==> src/rtl/if_fetch_if.sv <==
// if_fetch_if: single-outstanding instruction bus between fetch unit and memory
interface if_fetch_if;
  logic        ibus_req_o;
  logic [31:0] ibus_addr_o;
  logic        ibus_gnt_i;
  logic        ibus_rvalid_i;
  logic [31:0] ibus_rdata_i;
  modport master(output ibus_req_o, ibus_addr_o, input ibus_gnt_i, ibus_rvalid_i, ibus_rdata_i);
  modport slave(input ibus_req_o, ibus_addr_o, output ibus_gnt_i, ibus_rvalid_i, ibus_rdata_i);
endinterface

==> src/rtl/if_fetch.sv <==
// if_fetch: instruction fetch front end holding one fetched instruction for IF/ID
module if_fetch #(
  parameter logic [31:0] RESET_PC = 32'h0000_0000,
  parameter logic [31:0] PC_STEP = 32'd4
) (
  input  logic              clk,
  input  logic              rst,
  input  logic [5:0]        stalled,
  input  logic [5:0]        flush,
  input  logic [31:0]       flush_addr_i,
  input  logic              ex_branch_flag_i,
  input  logic [31:0]       ex_branch_addr_i,
  if_fetch_if.master        ibus,
  output logic [31:0]       pc_o,
  output logic [31:0]       inst_o,
  output logic              stallreq_o
);
  typedef enum logic [1:0] {IDLE, REQ, WAIT, HOLD} state_t;
  state_t state, state_n;
  logic [31:0] fetch_pc, fetch_pc_n, pc_r, pc_r_n, inst_r, inst_r_n, target;
  logic out_valid, out_valid_n, kill, kill_n, redir, consume, drop, unused;
  assign redir = flush[0] | ex_branch_flag_i;
  assign target = flush[0] ? flush_addr_i : ex_branch_addr_i;
  assign consume = out_valid & ~stalled[0] & ~redir;
  assign drop = kill | redir;
  assign ibus.ibus_req_o = state == REQ;
  assign ibus.ibus_addr_o = state == REQ ? {fetch_pc[31:2], 2'b00} : 32'h0;
  assign pc_o = {pc_r[31:2], 2'b00};
  assign inst_o = out_valid ? inst_r : 32'h0;
  assign stallreq_o = ~out_valid;
  assign unused = ^{stalled[5:1], flush[5:1], pc_r[1:0]};
  // next-state: redirect overrides the PC; a captured response is never blocked by a stall
  always_comb begin
    state_n = state;
    fetch_pc_n = redir ? target : fetch_pc;
    out_valid_n = out_valid & stalled[0] & ~redir;
    kill_n = kill;
    pc_r_n = pc_r;
    inst_r_n = inst_r;
    case (state)
      IDLE: state_n = REQ;
      REQ: if (ibus.ibus_gnt_i) begin
        state_n = WAIT;
        kill_n = redir;
        fetch_pc_n = redir ? target : fetch_pc + PC_STEP;
      end
      WAIT: if (ibus.ibus_rvalid_i) begin
        state_n = drop ? REQ : HOLD;
        kill_n = 1'b0;
        out_valid_n = ~drop;
        pc_r_n = drop ? pc_r : fetch_pc - PC_STEP;
        inst_r_n = drop ? inst_r : ibus.ibus_rdata_i;
      end else if (redir) kill_n = 1'b1;
      HOLD: state_n = (redir | consume) ? REQ : HOLD;
      default: state_n = IDLE;
    endcase
  end
  // state register
  always_ff @(posedge clk) begin
    if (rst) begin
      state <= IDLE;
      fetch_pc <= RESET_PC;
      out_valid <= 1'b0;
      kill <= 1'b0;
      pc_r <= 32'h0;
      inst_r <= 32'h0;
    end else begin
      state <= state_n;
      fetch_pc <= fetch_pc_n;
      out_valid <= out_valid_n;
      kill <= kill_n;
      pc_r <= pc_r_n;
      inst_r <= inst_r_n;
    end
  end
endmodule

==> src/flat_wrapper.sv <==
// flat-port wrapper written by rule: the top's interface ports become plain ports
module if_fetch_flat 
#(
  parameter logic [31:0] RESET_PC = 32'h0000_0000,
  parameter logic [31:0] PC_STEP = 32'd4
)
  (clk, rst, stalled, flush, flush_addr_i, ex_branch_flag_i, ex_branch_addr_i, pc_o, inst_o, stallreq_o, ibus_ibus_req_o, ibus_ibus_addr_o, ibus_ibus_gnt_i, ibus_ibus_rvalid_i, ibus_ibus_rdata_i);
  if_fetch_if ibus_i ();
  input  logic clk;
  input  logic rst;
  input  logic [5:0] stalled;
  input  logic [5:0] flush;
  input  logic [31:0] flush_addr_i;
  input  logic ex_branch_flag_i;
  input  logic [31:0] ex_branch_addr_i;
  output logic [31:0] pc_o;
  output logic [31:0] inst_o;
  output logic stallreq_o;
  output wire logic [$bits(ibus_i.ibus_req_o)-1:0] ibus_ibus_req_o;
  output wire logic [$bits(ibus_i.ibus_addr_o)-1:0] ibus_ibus_addr_o;
  input wire logic [$bits(ibus_i.ibus_gnt_i)-1:0] ibus_ibus_gnt_i;
  input wire logic [$bits(ibus_i.ibus_rvalid_i)-1:0] ibus_ibus_rvalid_i;
  input wire logic [$bits(ibus_i.ibus_rdata_i)-1:0] ibus_ibus_rdata_i;
  assign ibus_ibus_req_o = ibus_i.ibus_req_o;
  assign ibus_ibus_addr_o = ibus_i.ibus_addr_o;
  assign ibus_i.ibus_gnt_i = ibus_ibus_gnt_i;
  assign ibus_i.ibus_rvalid_i = ibus_ibus_rvalid_i;
  assign ibus_i.ibus_rdata_i = ibus_ibus_rdata_i;
  if_fetch #(.RESET_PC(RESET_PC), .PC_STEP(PC_STEP)) u_core (.clk(clk), .rst(rst), .stalled(stalled), .flush(flush), .flush_addr_i(flush_addr_i), .ex_branch_flag_i(ex_branch_flag_i), .ex_branch_addr_i(ex_branch_addr_i), .ibus(ibus_i), .pc_o(pc_o), .inst_o(inst_o), .stallreq_o(stallreq_o));
endmodule
==> config.mk <==
export PLATFORM = sky130hd
export DESIGN_NAME = if_fetch_flat
export DESIGN_NICKNAME = d
export VERILOG_FILES = /design/src/rtl/if_fetch_if.sv /design/src/rtl/if_fetch.sv /design/src/flat_wrapper.sv
export SDC_FILE = /design/constraint.sdc
export NUM_CORES = 1
export LEC_CHECK = 0
export CORE_MARGIN = 1.5
export CORE_UTILIZATION = 35
export DETAILED_ROUTE_END_ITERATION = 16
export PLACE_DENSITY_LB_ADDON = 0.1
export SLEW_MARGIN = 20
export SYNTH_ARGS = -nofsm -noshare
export SYNTH_HDL_FRONTEND = slang
export SYNTH_SLANG_ARGS = --single-unit
==> constraint.sdc <==
create_clock -name clk -period 3.7 [get_ports clk]
set_clock_uncertainty 0.2 [all_clocks]
set_input_delay 0.74 -clock clk [delete_from_list [all_inputs] [get_ports clk]]
set_output_delay 0.74 -clock clk [all_outputs]
set_load 0.05 [all_outputs]
==> results of run 1 <==
-- cell usage in the layout (no fill, tap or decap), types with 6 or more instances in the layout --
cell type        Yosys  layout
nor3_1               7       7
a22oi_1              9       9
dfxtp_1             96      96
clkbuf_16            0       9
nand4_1             13      13
xor2_1              26      26
inv_1               11      11
and2_1              62      62
o21ai_0             13      13
o22ai_1             19      19
xnor2_1             18      18
clkdlybuf4s50_1      0     191
a211oi_1            32      32
buf_4                9       8
ha_1                 6       6
nor2_1              56      56
nand3_1             14      14
nand2_1             91      91
a21oi_1             42      42
nor4_1               6       6
-- metal layers --
metal / share of wire, % / routed length, um / vias to the layer above
met1: 46 / 7280 / 2420
met2: 47 / 7450 / 180
met5: 0 / 0 / -
met3: 5.8 / 925 / 20
li1: - / - / 2618
met4: 1.7 / 277 / 0
-- critical path, stage by stage (launching register included) --
cell and delay, ns:
dfxtp_1 0.92, and2_1 0.25, clkdlybuf4s50_1 0.80
-- flip-flops by register name, indices dropped and copies added, names as in the netlist --
register          count
u_core.fetch_pc      30
u_core.inst_r        32
u_core.kill           1
u_core.out_valid      1
u_core.pc_r          30
u_core.state          2
-- layout make-up --
cell class	count	area, um^2
inverter	11	41.3
clock buffer	9	225
clock inverter	7	141
multi-input combinational	497	3140
fill	1482	7450
sequential	96	1920
tap	188	235
timing repair buffer	201	2000
-- per-stage QoR --
step / util [%] / setup WS, ns / area [um^2] / std cells
floorplan: - / 1.05 / 5420 / 670
global placement: 48.4 / 0.556 / 7330 / 993
detailed placement: 48.4 / 0.482 / 7330 / 993
CTS: 50.8 / 0.414 / 7700 / 1009
global route: 50.8 / 0.264 / 7700 / 1009
finish: 50.8 / 0.446 / 7700 / 1009
-- worst paths after layout --
kind,start,endpoint,depth (start not counted)
max,u_core.out_valid,inst_o[5],2
min reg2reg,u_core.inst_r[22],u_core.inst_r[22],2
min,u_core.inst_r[22],u_core.inst_r[22],2
max reg2reg,u_core.state[0],u_core.fetch_pc[25],7
-- cells by family after synthesis --
group	Yosys count	synth area share (%)
multiplexers	5	0.926
buffers and inverters	77	6.73
AO/OA/AOI/OAI	139	17.0
adder cells (fa/ha/maj)	6	1.39
other	1	0.0694
flip-flops	96	35.5
XOR/XNOR	44	7.13
AND/OR/NAND/NOR	299	31.2
-- power breakdown --
group          switching, uW  total, uW  internal [uW]
Clock                    411       1140            730
Sequential              88.9       1160           1070
Combinational            311        566            256
Total                    810       2870           2060
==> results by group, run 1 <==
Power
  • Total Power: 2870 uW
  • Lkg Pwr: 0.00264 uW
  • Max VDD drop: ~0.00025 V
  • P per Cell Area: 373 nW/um^2

Run status
  • Outcome: complete, no violations

Layout
  • Layout cells sized above 1: 6.70%
  • Antenna diode count: 0
  • Layout area overhead: 42.4%
  • Nets: 935

Logic synthesis
  • Most frequent cell after synthesis: dfxtp_1
  • Prevailing post-synth register cell: dfxtp_1
  • Post-synth top cells: dfxtp_1, nand2_1, and2_1
  • Area share of the leading cell type in the synthesized netlist: 35.5%
  • Synth Cell Area: 5410 um^2
  • Most area-hungry cell type in the Yosys netlist: dfxtp_1
  • Post-synth EDFFs: 0
  • Post-synthesis cell count: 667
  • Area contributors post-synth: dfxtp_1, and2_1, nand2_1, a211oi_1, xor2_1
  • Syn avg cell area: 8.11 um^2
  • Sequential element share of the synthesized area: 35.5%
  • Cell variety after synth: 57
  • Syn. warnings: 0
  • Post-synth ARST share: 0%
  • #FFs+latches synth: 96

GRT
  • GR Util All Layers: about a fifth
  • Largest net degree at the start of global routing: 66
  • Initial antenna violation count: 0
  • Vias in the first global route: 5045
  • Gr busiest metal: met2
  • Global-route wire length before repair: approximately 25 mm
  • Global routing usage on met1: 25.4%
  • GRT met2 Usage: 32.6%
  • Met3 Usage GRT: roughly 3.4%
  • Grt total ovfl: 0

Clocking
  • CTS buffer count: 9
  • Worst-skew pair later-pin latency: 0.35 ns
  • CTS H-Tree Depth: 3
  • Setup Buffers After CTS: 0
  • CTS clock-pin slew for the worst setup and hold paths: 0.06 ns
  • Clk Tree Root Cell: clkbuf_16
  • CTS tree: yes
  • Resized Gates After CTS: 0
  • Max clock buf depth: 2
  • Hold buffers post-CTS: 0
  • CTS sink count: 96

Critical path
  • Crit end category: output pin
  • CP Class: flop to output pin
  • Worst Setup Start Kind: flop
  • R2R Setup Slk: ~1.1 ns
  • Arr. time, crit path: ~2.3 ns
  • CP Max Fanout: 34
  • CP required: ~2.8 ns

Floorplanning
  • I/O Pins: around 210
  • Die Area: 16200 um^2
  • Initial Utilization: 35.7%
  • Die Y: 127 um
  • Std cell rows: 45
  • DIE WIDTH: ~130 um
  • Core area: 15100 um^2

STA
  • Final setup viols: 0
  • Max_slew headroom: 29.1%
  • Final Hold Violating Endpoints: 0
  • Worst Tran Pin Value: 1.06 ns
  • Period utilization: 87.9%
  • Slew Viols, Final: 0
  • Tmin final: between 3 and 4 ns
  • Fin Hold WS: ~0.25 ns
  • Unrepaired setup endpoints after global routing: no
  • Max Clk Rate: between 0.3 and 0.4 GHz
  • Setup TNS Final: 0 ns

Placement
  • Post-DP HPWL: 11.7 mm
  • Input/output buffers: 192
  • GP Congestion: around 0.86

Job
  • Max-Cap Viols: 0

Worst hold path
  • Worst Hold Class: flop to flop

Drt
  • Routed len/inst: 15.8 um
  • Total iterations of the first detailed-routing run: 5
  • Overall routed net length: 15.9 mm
  • 1st-iter DRT viols: 227
  • Average vias per placed instance: about 5.2
  • Post-route ant nets: 0
  • Vias after detailed routing: 5238
  • DRC Markers: 0
Power figures use the tool's default switching activity.
==> run 2: changes to the inputs <==
SKIP_CTS_REPAIR_TIMING = 1   (was default)
==> results of run 2 <==
Final layout, timing and power as in run 1 (identical DEF).
